<file path="config.mk">
export PLATFORM = sky130hd
export DESIGN_NAME = conf_loader
export DESIGN_NICKNAME = d
export VERILOG_FILES = /design/src/rtl/conf_loader_pkg.sv /design/src/rtl/conf_loader_bank.sv /design/src/rtl/conf_loader.sv
export SDC_FILE = /design/constraint.sdc
export NUM_CORES = 1
export LEC_CHECK = 0
export ABC_AREA = 1
export BUFFER_PORTS_ARGS = -buffer_cell sky130_fd_sc_hd__clkbuf_2
export CORE_AREA = 2 2 174 176
export CTS_CLUSTER_SIZE = 30
export DETAILED_ROUTE_END_ITERATION = 8
export DIE_AREA = 0 0 176 178
export HOLD_SLACK_MARGIN = 0.08
export PLACE_DENSITY_LB_ADDON = 0.3
export REMOVE_ABC_BUFFERS = 1
export SLEW_MARGIN = 20
export SYNTH_ARGS = -nofsm -noshare
export SYNTH_HDL_FRONTEND = slang
export SYNTH_SLANG_ARGS = --single-unit
</file>
<file path="constraint.sdc">
create_clock -name clk -period 1.7 [get_ports clk]
set_input_delay 0.34 -clock clk [delete_from_list [all_inputs] [get_ports clk]]
set_output_delay 0.34 -clock clk [all_outputs]
set_load 0.02 [all_outputs]
</file>
<file path="src/rtl/conf_loader_pkg.sv">
// Shared constants, header/payload field positions and FSM encoding for the
// PE configuration loader.
package conf_loader_pkg;

  localparam int CONF_ALU_W = 4;
  localparam int CONF_SEL_W = 3;
  localparam int CONF_SE_W  = 10;
  localparam int CONF_W     = CONF_ALU_W + 2 * CONF_SEL_W + CONF_SE_W;

  localparam logic [3:0] HDR_OP = 4'hA;

  localparam int HDR_OP_HI    = 31;
  localparam int HDR_OP_LO    = 28;
  localparam int HDR_START_HI = 15;
  localparam int HDR_START_LO = 8;
  localparam int HDR_COUNT_HI = 7;
  localparam int HDR_COUNT_LO = 0;

  localparam int PL_HI = CONF_W - 1;
  localparam int PL_LO = 0;

  // Field order matches the payload word, so a payload slice casts directly.
  typedef struct packed {
    logic [CONF_ALU_W-1:0] alu;
    logic [CONF_SEL_W-1:0] sel_a;
    logic [CONF_SEL_W-1:0] sel_b;
    logic [CONF_SE_W-1:0]  se;
  } conf_t;

  typedef enum logic [1:0] {
    ST_IDLE   = 2'd0,
    ST_LOAD   = 2'd1,
    ST_DRAIN  = 2'd2,
    ST_COMMIT = 2'd3
  } state_t;

endpackage

</file>
<file path="src/rtl/conf_loader_bank.sv">
// One PE's configuration storage: a shadow register written by the loader and
// an active register that takes the shadow value on commit.
module conf_bank
  import conf_loader_pkg::*;
(
  input  logic  clk,
  input  logic  rst_n,
  input  logic  wr_en,
  input  logic  commit,
  input  conf_t wr_data,
  output conf_t active
);

  conf_t shadow_reg;
  conf_t active_reg;

  always_ff @(posedge clk or negedge rst_n) begin
    if (!rst_n) begin
      shadow_reg <= '0;
      active_reg <= '0;
    end else begin
      if (wr_en) shadow_reg <= wr_data;
      if (commit) active_reg <= shadow_reg;
    end
  end

  assign active = active_reg;

endmodule

</file>
<file path="src/rtl/conf_loader.sv">
// Host-driven configuration loader: parses header/payload bursts into per-PE
// shadow registers and commits them to the active bank atomically.
module conf_loader
  import conf_loader_pkg::*;
#(
  parameter int NPE = 8
) (
  input  logic                      clk,
  input  logic                      rst_n,
  input  logic [31:0]               in_data,
  input  logic                      in_valid,
  output logic                      in_ready,
  input  logic                      in_err_clr,
  output logic [NPE*CONF_ALU_W-1:0] out_conf_alu,
  output logic [NPE*CONF_SEL_W-1:0] out_conf_sel_a,
  output logic [NPE*CONF_SEL_W-1:0] out_conf_sel_b,
  output logic [NPE*CONF_SE_W-1:0]  out_conf_se,
  output logic                      out_busy,
  output logic                      out_commit,
  output logic                      out_err
);

  localparam logic [8:0] NPE_9 = 9'(NPE);

  state_t     state_reg, state_next;
  logic [7:0] ptr_reg, ptr_next;
  logic [7:0] cnt_reg, cnt_next;
  logic       err_reg, err_next;
  logic       load_we;
  logic       commit;
  logic       err_event;

  logic [3:0] hdr_op;
  logic [7:0] hdr_start;
  logic [7:0] hdr_count;
  logic [8:0] hdr_sum;
  conf_t      payload;
  logic       unused_bits;

  assign hdr_op      = in_data[HDR_OP_HI:HDR_OP_LO];
  assign hdr_start   = in_data[HDR_START_HI:HDR_START_LO];
  assign hdr_count   = in_data[HDR_COUNT_HI:HDR_COUNT_LO];
  assign hdr_sum     = {1'b0, hdr_start} + {1'b0, hdr_count};
  assign payload     = conf_t'(in_data[PL_HI:PL_LO]);
  assign unused_bits = ^in_data[27:20];

  always_ff @(posedge clk or negedge rst_n) begin
    if (!rst_n) begin
      state_reg <= ST_IDLE;
      ptr_reg   <= '0;
      cnt_reg   <= '0;
      err_reg   <= 1'b0;
    end else begin
      state_reg <= state_next;
      ptr_reg   <= ptr_next;
      cnt_reg   <= cnt_next;
      err_reg   <= err_next;
    end
  end

  always_comb begin
    state_next = state_reg;
    ptr_next   = ptr_reg;
    cnt_next   = cnt_reg;
    err_next   = err_reg;
    load_we    = 1'b0;
    commit     = 1'b0;
    err_event  = 1'b0;
    in_ready   = 1'b1;
    case (state_reg)
      ST_IDLE: begin
        if (in_valid) begin
          if (hdr_op != HDR_OP || hdr_count == 8'd0) begin
            err_event = 1'b1;
          end else if (hdr_sum > NPE_9) begin
            // Overrunning burst: flag it but still swallow its payload words.
            err_event  = 1'b1;
            cnt_next   = hdr_count;
            state_next = ST_DRAIN;
          end else begin
            ptr_next   = hdr_start;
            cnt_next   = hdr_count;
            state_next = ST_LOAD;
          end
        end
      end
      ST_LOAD: begin
        if (in_valid) begin
          load_we  = 1'b1;
          ptr_next = ptr_reg + 8'd1;
          cnt_next = cnt_reg - 8'd1;
          if (cnt_reg == 8'd1) state_next = ST_COMMIT;
        end
      end
      ST_DRAIN: begin
        if (in_valid) begin
          cnt_next = cnt_reg - 8'd1;
          if (cnt_reg == 8'd1) state_next = ST_IDLE;
        end
      end
      ST_COMMIT: begin
        in_ready   = 1'b0;
        commit     = 1'b1;
        state_next = ST_IDLE;
      end
      default: state_next = ST_IDLE;
    endcase
    // A new error outranks a simultaneous clear.
    if (err_event) err_next = 1'b1;
    else if (in_err_clr) err_next = 1'b0;
  end

  assign out_busy   = (state_reg != ST_IDLE);
  assign out_commit = commit;
  assign out_err    = err_reg;

  for (genvar gi = 0; gi < NPE; gi++) begin : g_pe
    conf_t bank_active;

    conf_bank u_bank (
      .clk     (clk),
      .rst_n   (rst_n),
      .wr_en   (load_we && (ptr_reg == 8'(gi))),
      .commit  (commit),
      .wr_data (payload),
      .active  (bank_active)
    );

    assign out_conf_alu[gi*CONF_ALU_W +: CONF_ALU_W]   = bank_active.alu;
    assign out_conf_sel_a[gi*CONF_SEL_W +: CONF_SEL_W] = bank_active.sel_a;
    assign out_conf_sel_b[gi*CONF_SEL_W +: CONF_SEL_W] = bank_active.sel_b;
    assign out_conf_se[gi*CONF_SE_W +: CONF_SE_W]      = bank_active.se;
  end

endmodule

</file>
==> flow_metrics.py, run 1 <==
metrics = {
    "run_status": {
        "status": "complete, but fails checks",
        "violations": "negative setup slack",
    },
    "global_routing": {
        "antenna_found_initial": 0,
        "grt_max_degree": 70,
        "grt_pass1_wl_um": 54000,
        "first_global_vias": 10400,
        "grtUsageTotal_pct": 21.7,
        "grt-ovfl-total": 0,
    },
    "setup_path": {
        "critical_path.startpoint": "state_reg[1]$_DFFE_PN0P_",
        "crit_type": "flip-flop to output port",
        "cp_top_family": "flip-flops",
        "slowest_stage": "dfrtp_1",
        "cp-start-kind": "flip-flop",
        "crit_path_max_incr_delay_ps": 420,
        "timing.rr.start": "state_reg[1]$_DFFE_PN0P_",
        "crit_arrival_ps": 1410,
        "crit_chain": "buf_6 > ha_4 > inv_4 > buf_8",
        "crit_path_end_kind": "output port",
        "cp_max_fo": 4,
        "crit_buf_inv": 3,
        "required_ps": 1360,
    },
    "synth": {
        "ys_ff_latch": 339,
        "yosysUniqueCellTypes": 30,
        "ys_warn_count": 0,
        "synth_edf_count": 0,
        "netlist_instances": 1488,
        "synthArstFlopShare_pct": 100,
        "avgSynthCellArea_um2": 9.01,
        "synth_top_flop_cell": "dfrtp_1",
        "ys_seq_area_share_pct": 63.2,
        "syn_area_mm2": 0.0134,
    },
    "placement": {
        "dp_hpwl_um": 22100,
        "gp_congestion": 0.841,
        "dp_slack_ps": -618,
        "portBuffers": 191,
        "place_area_mm2": 0.0154,
    },
    "flow_run": {
        "maxCapViolCount": 0,
    },
    "power_and_ir_drop": {
        "vdd_drop_max_v": 0.000674,
        "cellLeakagePower_nw": 9.15,
        "power.density_mw_per_mm2": 1630,
    },
    "floorplan": {
        "ios": 200,
        "floorplan.rows": 63,
        "die_w_um": 176,
        "die_y_um": 178,
        "dieArea_mm2": 0.0313,
        "core_mm2": 0.0294,
        "initial_core_util_pct": 45.6,
    },
    "sta": {
        "hold_ws_ps": 211,
        "period_share_pct": 103,
        "final-setup-viol-count": 2,
        "rsz0062_at_grt": "yes",
        "fin_ws_ps": -53.6,
        "worstMarginPinSlew_ps": 434,
        "slew_violations": 0,
        "max_clock_freq_ghz": 0.570,
        "worst_clock_skew_ps": 7.19,
        "max_slew_margin_pct": 71.0,
        "finalSetupTns_ps": -100,
        "hold_viol": 0,
        "min_period_ps": 1750,
    },
    "final_layout": {
        "syn_to_final_growth_pct": 25.9,
        "final_cell_mix": "708 x nand2_1, 339 x dfrtp_1, 185 x clkbuf_2, 169 x o21ai_0, 68 x buf_4",
        "multi_input_area_mm2": 0.00459,
        "nFillCells": 2625,
        "final_common_cell": "nand2_1",
        "drive_gt1_share_pct": 22.4,
        "antennaDiodeCount": 0,
        "ff_latch_area_mm2": 0.00848,
        "final_cell_area_mm2": 0.0169,
        "fin_util_pct": 57.4,
        "fin_nets": 1796,
    },
    "drt": {
        "drtAntennaViolNets": 0,
        "drtIter0Drc": 823,
        "via_count": 10664,
        "wl_per_cell_um": 15.4,
        "avgViaCountPerCell": 4.95,
        "dr.pass1.iters": 5,
        "wl_um": 33300,
        "drc": 0,
    },
    "cts": {
        "htreeDepth": 2,
        "root_buffer": "clkbuf_16",
        "cts_num_sinks": 339,
        "clkTransAtPathRegs_ps": 60,
        "clockBufferDepth": 3,
        "numCtsBuffers": 35,
        "clock_latency_ps": 500,
        "cts_tree": "done",
    },
    "min_path": {
        "hp-class": "input pin to flip-flop",
        "min_from": "in_data[19]",
    },
}
[power by group]
group / internal [mW] / switching [mW] / leakage [nW]
clock network: 4.33 / 2.99 / 0.535
logic: 3.08 / 5.29 / 4.01
registers: 10.4 / 1.47 / 4.61
total: 17.8 / 9.75 / 9.15
[per-stage QoR]
step / total power, mW / std cells
floorplan: 16.8 / 1416
global placement: 19.6 / 2077
detailed placement: 19.9 / 2077
CTS: 27.5 / 2144
global route: 29.3 / 2155
finish: 27.5 / 2155
[worst reg2reg max path, delay by kind of cell (launching register included)]
| kind | cells | cell delay [ps] |
|---|---|---|
| AND/OR/NAND/NOR | 4 | 470 |
| adder cells (fa/ha/maj) | 1 | 210 |
| flip-flops | 1 | 420 |
| buffers and inverters | 3 | 380 |
| AO/OA/AOI/OAI | 1 | 80 |
[cells by family (layout without fill, tap and decap cells)]
group	Yosys count	after routing	share of synthesized area [%]
compound gates	196	196	7.68
xor+xnor	7	7	0.457
fa+ha+maj	19	19	1.83
buf+inv	130	407	3.79
flops	339	339	63.2
simple gates	797	797	23.0
[cell type report]
class | count | share of cell area [%]
well taps | 390 | 2.89
inverters | 58 | 1.33
clock inverters | 6 | 0.348
clock buffers | 55 | 6.12
repair buffers | 288 | 11.9
multi-input cells | 1019 | 27.2
flip-flops and latches | 339 | 50.2
[Yosys cell counts, types with 3 or more instances]
master | count | area, um2
clkbuf_1 | 68 | 255
clkinv_1 | 3 | 11.3
dfrtp_1 | 339 | 8480
ha_1 | 18 | 225
inv_1 | 46 | 173
inv_2 | 9 | 33.8
nand2_1 | 726 | 2730
nand3_1 | 22 | 110
nand4_1 | 14 | 87.6
nor2_1 | 27 | 101
o21ai_0 | 180 | 901
o21ai_2 | 7 | 61.3
xor2_1 | 7 | 61.3
[routing by layer]
layer	GRT usage [%]	part of all wire, %
met1	30.2	46
met2	36.2	48
met3	2.64	4.3
met4	6.03	1.9
met5	0	0
[final timing paths]
kind / endpoint / slack (ps) / depth (start not counted)
worst max-delay path: in_ready / -50 / 4
worst min-delay path: g_pe[6].u_bank.shadow_reg[19]$_DFFE_PN0P_ / 210 / 3
worst max register to register: g_pe[0].u_bank.shadow_reg[18]$_DFFE_PN0P_ / 30 / 9
worst min register to register: g_pe[5].u_bank.active[18]$_DFFE_PN0P_ / 470 / 2
max in group asynchronous: g_pe[1].u_bank.active[8]$_DFFE_PN0P_ / 690 / 4
min in group asynchronous: g_pe[0].u_bank.active[3]$_DFFE_PN0P_ / 290 / 2
[timing repair]
item	CTS	global route
gates resized for setup	25	48
endpoints found under the setup margin	19	174
hold buffers	2	0
pin swaps	2	14
cloned	0	0
hold endpoints to repair	179	0
buffers inserted	5	11
Note: power is estimated with default switching activity, not from simulation.
==> inputs of run 2 (changes only) <==
--- a/config.mk
+++ b/config.mk
@@ -7,10 +7,12 @@
 export LEC_CHECK = 0
 export ABC_AREA = 1
 export BUFFER_PORTS_ARGS = -buffer_cell sky130_fd_sc_hd__clkbuf_2
-export CORE_AREA = 2 2 174 176
+export CELL_PAD_IN_SITES_DETAIL_PLACEMENT = 1
+export CELL_PAD_IN_SITES_GLOBAL_PLACEMENT = 1
+export CORE_AREA = 2 2 180 182
 export CTS_CLUSTER_SIZE = 30
 export DETAILED_ROUTE_END_ITERATION = 8
-export DIE_AREA = 0 0 176 178
+export DIE_AREA = 0 0 182 184
 export HOLD_SLACK_MARGIN = 0.08
 export PLACE_DENSITY_LB_ADDON = 0.3
 export REMOVE_ABC_BUFFERS = 1
==> constraint.sdc (replaced) <==
create_clock -name clk -period 1.7 [get_ports clk]
set_input_delay 0.085 -clock clk [delete_from_list [all_inputs] [get_ports clk]]
set_output_delay 0.085 -clock clk [all_outputs]
set_load 0.02 [all_outputs]
==> run 2 against run 1 <==
  * The run now ends clean
  * Count of clock-buffer cells in the layout did not move
  * Clock power rose by 3.1%
  * Worst hold slack got worse by 120 ps
  * Highest routed layer unchanged
==> flow_metrics.py, run 2 (synthesized netlist as in run 1, its figures left out) <==
metrics = {
    "setup_path": {
        "crit_arrival_ps": 1580,
        "crit_path_max_incr_delay_ps": 440,
        "r2r-end": "g_pe[3].u_bank.shadow_reg[7]$_DFFE_PN0P_",
        "reg2reg_slack_ps": 50,
        "cp-start-kind": "flip-flop",
        "slowest_stage": "dfrtp_2",
        "crit_type": "flip-flop to output port",
        "required_ps": 1620,
        "crit_path_end_kind": "output port",
        "critical_path.startpoint": "state_reg[0]$_DFFE_PN0P_",
        "crit_top_cell": "buf_4",
        "crit_chain": "inv_2 > ha_2 > inv_1 > buf_4 > buf_4",
        "worstRegToRegCells": 7,
        "cp_max_fo": 5,
        "timing.rr.start": "ptr_reg[5]$_DFFE_PN0P_",
        "crit_end": "out_busy",
    },
    "sta": {
        "slew_violations": 0,
        "min_period_ps": 1660,
        "finalSetupTns_ps": 0,
        "max_clock_freq_ghz": 0.601,
        "rsz0062_at_grt": "yes",
        "max_slew_margin_pct": 62.6,
        "fin_ws_ps": 35.1,
        "final-setup-viol-count": 0,
        "worst_clock_skew_ps": 7.30,
        "worstMarginPinSlew_ps": 561,
        "period_share_pct": 97.9,
        "hold_ws_ps": 93.2,
        "hold_viol": 0,
    },
    "drt": {
        "drtAntennaViolNets": 0,
        "wl_per_cell_um": 18.4,
        "drc": 0,
        "dr.pass1.iters": 4,
        "via_count": 10971,
        "avgViaCountPerCell": 5.05,
        "drtIter0Drc": 680,
        "wl_um": 40000,
    },
    "global_routing": {
        "grt_busiest_layer": "met2",
        "antenna_found_initial": 1,
        "first_global_vias": 11795,
        "use_met1_pct": 31.8,
        "grt-ovfl-total": 0,
        "grt_util_met2_pct": 43.6,
        "grtUsageTotal_pct": 24.4,
        "grt_max_degree": 68,
        "grt_pass1_wl_um": 63900,
        "met3_usage_pct": 2.83,
    },
    "final_layout": {
        "drive_gt1_share_pct": 21.0,
        "nFillCells": 3632,
        "final_cell_mix": "716 x nand2_1, 337 x dfrtp_1, 187 x clkbuf_2, 175 x o21ai_0, 52 x buf_4",
        "layout.cells.non_filler": 2172,
        "fin_util_pct": 54.2,
        "final_common_cell": "nand2_1",
        "final_cell_area_mm2": 0.0170,
        "antennaDiodeCount": 0,
        "fin_nets": 1801,
        "syn_to_final_growth_pct": 26.9,
    },
    "cts": {
        "cts_num_sinks": 339,
        "numCtsBuffers": 37,
        "clockBufferDepth": 3,
        "clock_latency_ps": 510,
        "htreeDepth": 2,
        "clkTransAtPathRegs_ps": 60,
        "root_buffer": "clkbuf_16",
        "cts_tree": "done",
    },
    "placement": {
        "gp_congestion": 0.816,
        "portBuffers": 191,
        "place_inst": 2077,
        "dp_slack_ps": -371,
        "dp_hpwl_um": 25200,
        "place_area_mm2": 0.0154,
    },
    "floorplan": {
        "initial_core_util_pct": 42.7,
        "core_mm2": 0.0314,
        "die_w_um": 182,
        "die_y_um": 184,
        "ios": 200,
        "dieArea_mm2": 0.0335,
        "floorplan.rows": 65,
    },
    "power_and_ir_drop": {
        "switching_share_pct": 36.5,
        "pwr-share-comb_pct": 30.9,
        "power_frac_seq_pct": 42.3,
        "vdd_drop_max_v": 0.000714,
        "p_int_mw": 17.9,
        "power_mw": 28.1,
        "p_clk_share_pct": 26.8,
        "power.density_mw_per_mm2": 1650,
        "cellLeakagePower_nw": 9.21,
        "switchingPower_mw": 10.3,
    },
    "min_path": {
        "hp-class": "input pin to flip-flop",
        "min_from": "in_data[7]",
    },
    "flow_run": {
        "maxCapViolCount": 0,
    },
    "run_status": {
        "status": "completed",
    },
}
==> run 2: final cells by class <==
class	count	area, um2	share of cell area, %
multi-input combinational	1019	4520	26.6
clock buffer	55	1040	6.13
sequential	339	8490	49.9
timing repair buffer	291	2160	12.7
clock inverter	8	76.3	0.448
inverter	58	231	1.36
tap	402	503	2.96
==> run 2: critical path: cells and delay by family (launching register included) <==
kind,cells,cell delay (ps)
fa+ha+maj,1,190
buf+inv,4,450
flops,1,440
==> run 2: power by group through the flow <==
stage | clock network [mW] | logic (mW) | registers (mW)
final | 7.54 | 8.68 | 11.9
after global routing | 8.04 | 9.63 | 12.2
after CTS | 7.73 | 8.63 | 11.9
after detailed placement | 0 | 7.99 | 12.0
after global placement | 0 | 7.66 | 11.9
after floorplan | 0 | 3.60 | 13.2
==> run 2: how the worst min path moves through the flow <==
stage	endpoint	slack (ps)	cells after the start
CTS	g_pe[4].u_bank.shadow_reg[7]$_DFFE_PN0P_	80	4
detailed placement	g_pe[0].u_bank.active[3]$_DFFE_PN0P_	80	1
finish	g_pe[4].u_bank.shadow_reg[7]$_DFFE_PN0P_	90	4
global route	g_pe[6].u_bank.shadow_reg[7]$_DFFE_PN0P_	110	4
global placement	g_pe[0].u_bank.active[3]$_DFFE_PN0P_	80	1
floorplan	cnt_reg[0]$_DFFE_PN0P_	-210	0
==> run 2: what timing repair did <==
action / CTS / global route
buffers inserted: 3 / 5
hold buffers: 20 / 0
pin swaps: 2 / 3
hold endpoints to repair: 396 / 0
gates cloned: 4 / 0
setup endpoints to repair: 151 / 172
gates resized for setup: 20 / 28
==> run 2: metal layers <==
metal / vias to the layer above / wire length, um
met3: 47 / 1350
li1: 5189 / -
met2: 202 / 20500
met1: 5533 / 17400
met4: 0 / 774
met5: - / 0
==> inputs of run 3 (changes only) <==
--- a/config.mk
+++ b/config.mk
@@ -14,7 +14,7 @@
 export DETAILED_ROUTE_END_ITERATION = 8
 export DIE_AREA = 0 0 182 184
 export HOLD_SLACK_MARGIN = 0.08
-export PLACE_DENSITY_LB_ADDON = 0.3
+export PLACE_DENSITY = 0.76
 export REMOVE_ABC_BUFFERS = 1
 export SLEW_MARGIN = 20
 export SYNTH_ARGS = -nofsm -noshare
==> run 3 against run 2 <==
  * Clock power increased by 2.9%
  * Final cell count decreased by 0.28%
  * Maximum frequency increased by 1.9%
  * Global-route usage decreased by 0.53 points
  * Count of clock-buffer cells in the layout increased by 1
  * Sequential power about the same
  * Routed wire length decreased by 2.4%
  * Critical path depth unchanged
  * Final area decreased by 0.25%
  * Worst setup slack improved by 32 ps
  * Highest routed layer unchanged
==> flow_metrics.py, run 3 (synthesized netlist as in run 1, its figures left out) <==
metrics = {
    "placement": {
        "gp_congestion": 0.849,
        "place_inst": 2068,
        "dp_slack_ps": -406,
        "portBuffers": 191,
        "dp_hpwl_um": 24600,
    },
    "final_layout": {
        "drive_gt1_share_pct": 21.8,
        "layout.cells.non_filler": 2166,
        "fin_util_pct": 54.1,
        "final_cell_mix": "710 x nand2_1, 335 x dfrtp_1, 187 x clkbuf_2, 160 x o21ai_0, 49 x buf_4",
        "fin_nets": 1794,
        "antennaDiodeCount": 0,
        "syn_to_final_growth_pct": 26.6,
        "final_common_cell": "nand2_1",
    },
    "setup_path": {
        "critical_path.startpoint": "state_reg[1]$_DFFE_PN0P_",
        "required_ps": 1620,
        "cp-start-kind": "flip-flop",
        "slowest_stage": "dfrtp_1",
        "crit_chain": "buf_6 > ha_4 > inv_8 > buf_12 > clkbuf_8",
        "crit_path_max_incr_delay_ps": 390,
        "crit_type": "flip-flop to output port",
        "crit_arrival_ps": 1550,
        "crit_path_end_kind": "output port",
        "cp_max_fo": 8,
        "timing.rr.start": "ptr_reg[4]$_DFFE_PN0P_",
    },
    "flow_run": {
        "maxCapViolCount": 0,
    },
    "drt": {
        "via_count": 10917,
        "drtAntennaViolNets": 0,
        "drc": 0,
        "avgViaCountPerCell": 5.04,
        "dr.pass1.iters": 4,
        "wl_per_cell_um": 18.0,
        "wl_um": 39100,
        "drtIter0Drc": 556,
    },
    "floorplan": {
        "core_mm2": 0.0314,
        "dieArea_mm2": 0.0335,
        "floorplan.rows": 65,
        "ios": 200,
        "die_y_um": 184,
        "initial_core_util_pct": 42.7,
        "die_w_um": 182,
    },
    "sta": {
        "worst_clock_skew_ps": 14.5,
        "hold_viol": 0,
        "final-setup-viol-count": 0,
        "hold_ws_ps": 89.7,
        "period_share_pct": 96.1,
        "fin_ws_ps": 66.9,
        "slew_violations": 0,
        "max_clock_freq_ghz": 0.612,
        "max_slew_margin_pct": 65.7,
        "worstMarginPinSlew_ps": 515,
        "min_period_ps": 1630,
        "rsz0062_at_grt": "yes",
    },
    "cts": {
        "root_buffer": "clkbuf_16",
        "numCtsBuffers": 38,
        "htreeDepth": 2,
        "cts_tree": "done",
        "clock_latency_ps": 520,
        "cts_num_sinks": 339,
        "clkTransAtPathRegs_ps": 60,
        "clockBufferDepth": 3,
    },
    "min_path": {
        "hp-class": "input pin to flip-flop",
        "min_from": "in_data[30]",
    },
    "power_and_ir_drop": {
        "cellLeakagePower_nw": 9.17,
        "vdd_drop_max_v": 0.000653,
        "power.density_mw_per_mm2": 1670,
    },
    "global_routing": {
        "grt-ovfl-total": 0,
        "grt_max_degree": 66,
        "grt_pass1_wl_um": 63100,
        "first_global_vias": 11602,
        "grtUsageTotal_pct": 23.8,
        "antenna_found_initial": 0,
    },
    "run_status": {
        "status": "completed",
    },
}
run 3: power by group:
group / switching, mW / internal (mW) / total (mW)
clock network: 3.21 / 4.55 / 7.76
registers: 1.54 / 10.4 / 11.9
logic: 5.64 / 3.10 / 8.75
total: 10.4 / 18.0 / 28.4
run 3: worst paths after layout:
kind                                                       endpoint  cells past startpoint  slack [ps]
min                                             out_err$_DFFE_PN0P_                      7          90
min in group asynchronous      g_pe[7].u_bank.active[3]$_DFFE_PN0P_                      2         100
max in group asynchronous      g_pe[2].u_bank.active[6]$_DFFE_PN0P_                      3         840
min reg2reg                    g_pe[5].u_bank.active[7]$_DFFE_PN0P_                      2         460
max reg2reg                g_pe[3].u_bank.shadow_reg[2]$_DFFE_PN0P_                      7          70
max                                                        in_ready                      5          70
run 3: through the flow:
stage | TNS, ps | area [um2] | power [mW]
floorplan | -696980 | 13100 | 16.8
global placement | -2980 | 15200 | 19.5
detailed placement | -4340 | 15200 | 19.9
CTS | -26.6 | 16800 | 28.3
global route | -91.6 | 17000 | 30.2
finish | 0 | 17000 | 28.4
run 3: layer usage:
metal  GRT usage (%)  share of wire [%]  vias to the layer above  routed length (um)
met1            31.6                 45                     5487               17700
met4            5.65                1.9                        0                 759
met3            2.93                3.3                       53                1300
li1                -                  -                     5190                   -
met5               0                  0                        -                   0
met2            42.0                 50                      187               19300
run 3: what timing repair did:
item                                    CTS  global route
cloned                                    3             3
hold buffers                             16             0
hold endpoints to repair                408             0
gates resized for setup                  20            59
pin swaps                                 1             5
endpoints found under the setup margin   46           180
setup buffers                             2             9
run 3: worst max-delay path, delay by kind of cell (launching register included):
| family | cells | cell delay (ps) |
|---|---|---|
| DFF | 1 | 390 |
| adders and majority gates | 1 | 190 |
| buffers and inverters | 4 | 450 |
run 3: layout make-up:
type                    instances  area, um2
inverters                      58        233
well taps                     402        503
repair buffers                281       2010
flip-flops and latches        339       8490
clock inverters                 9       62.6
multi-input cells            1020       4560
clock buffers                  56       1120
repair inverters                1       7.51
fillers                      3694      14400
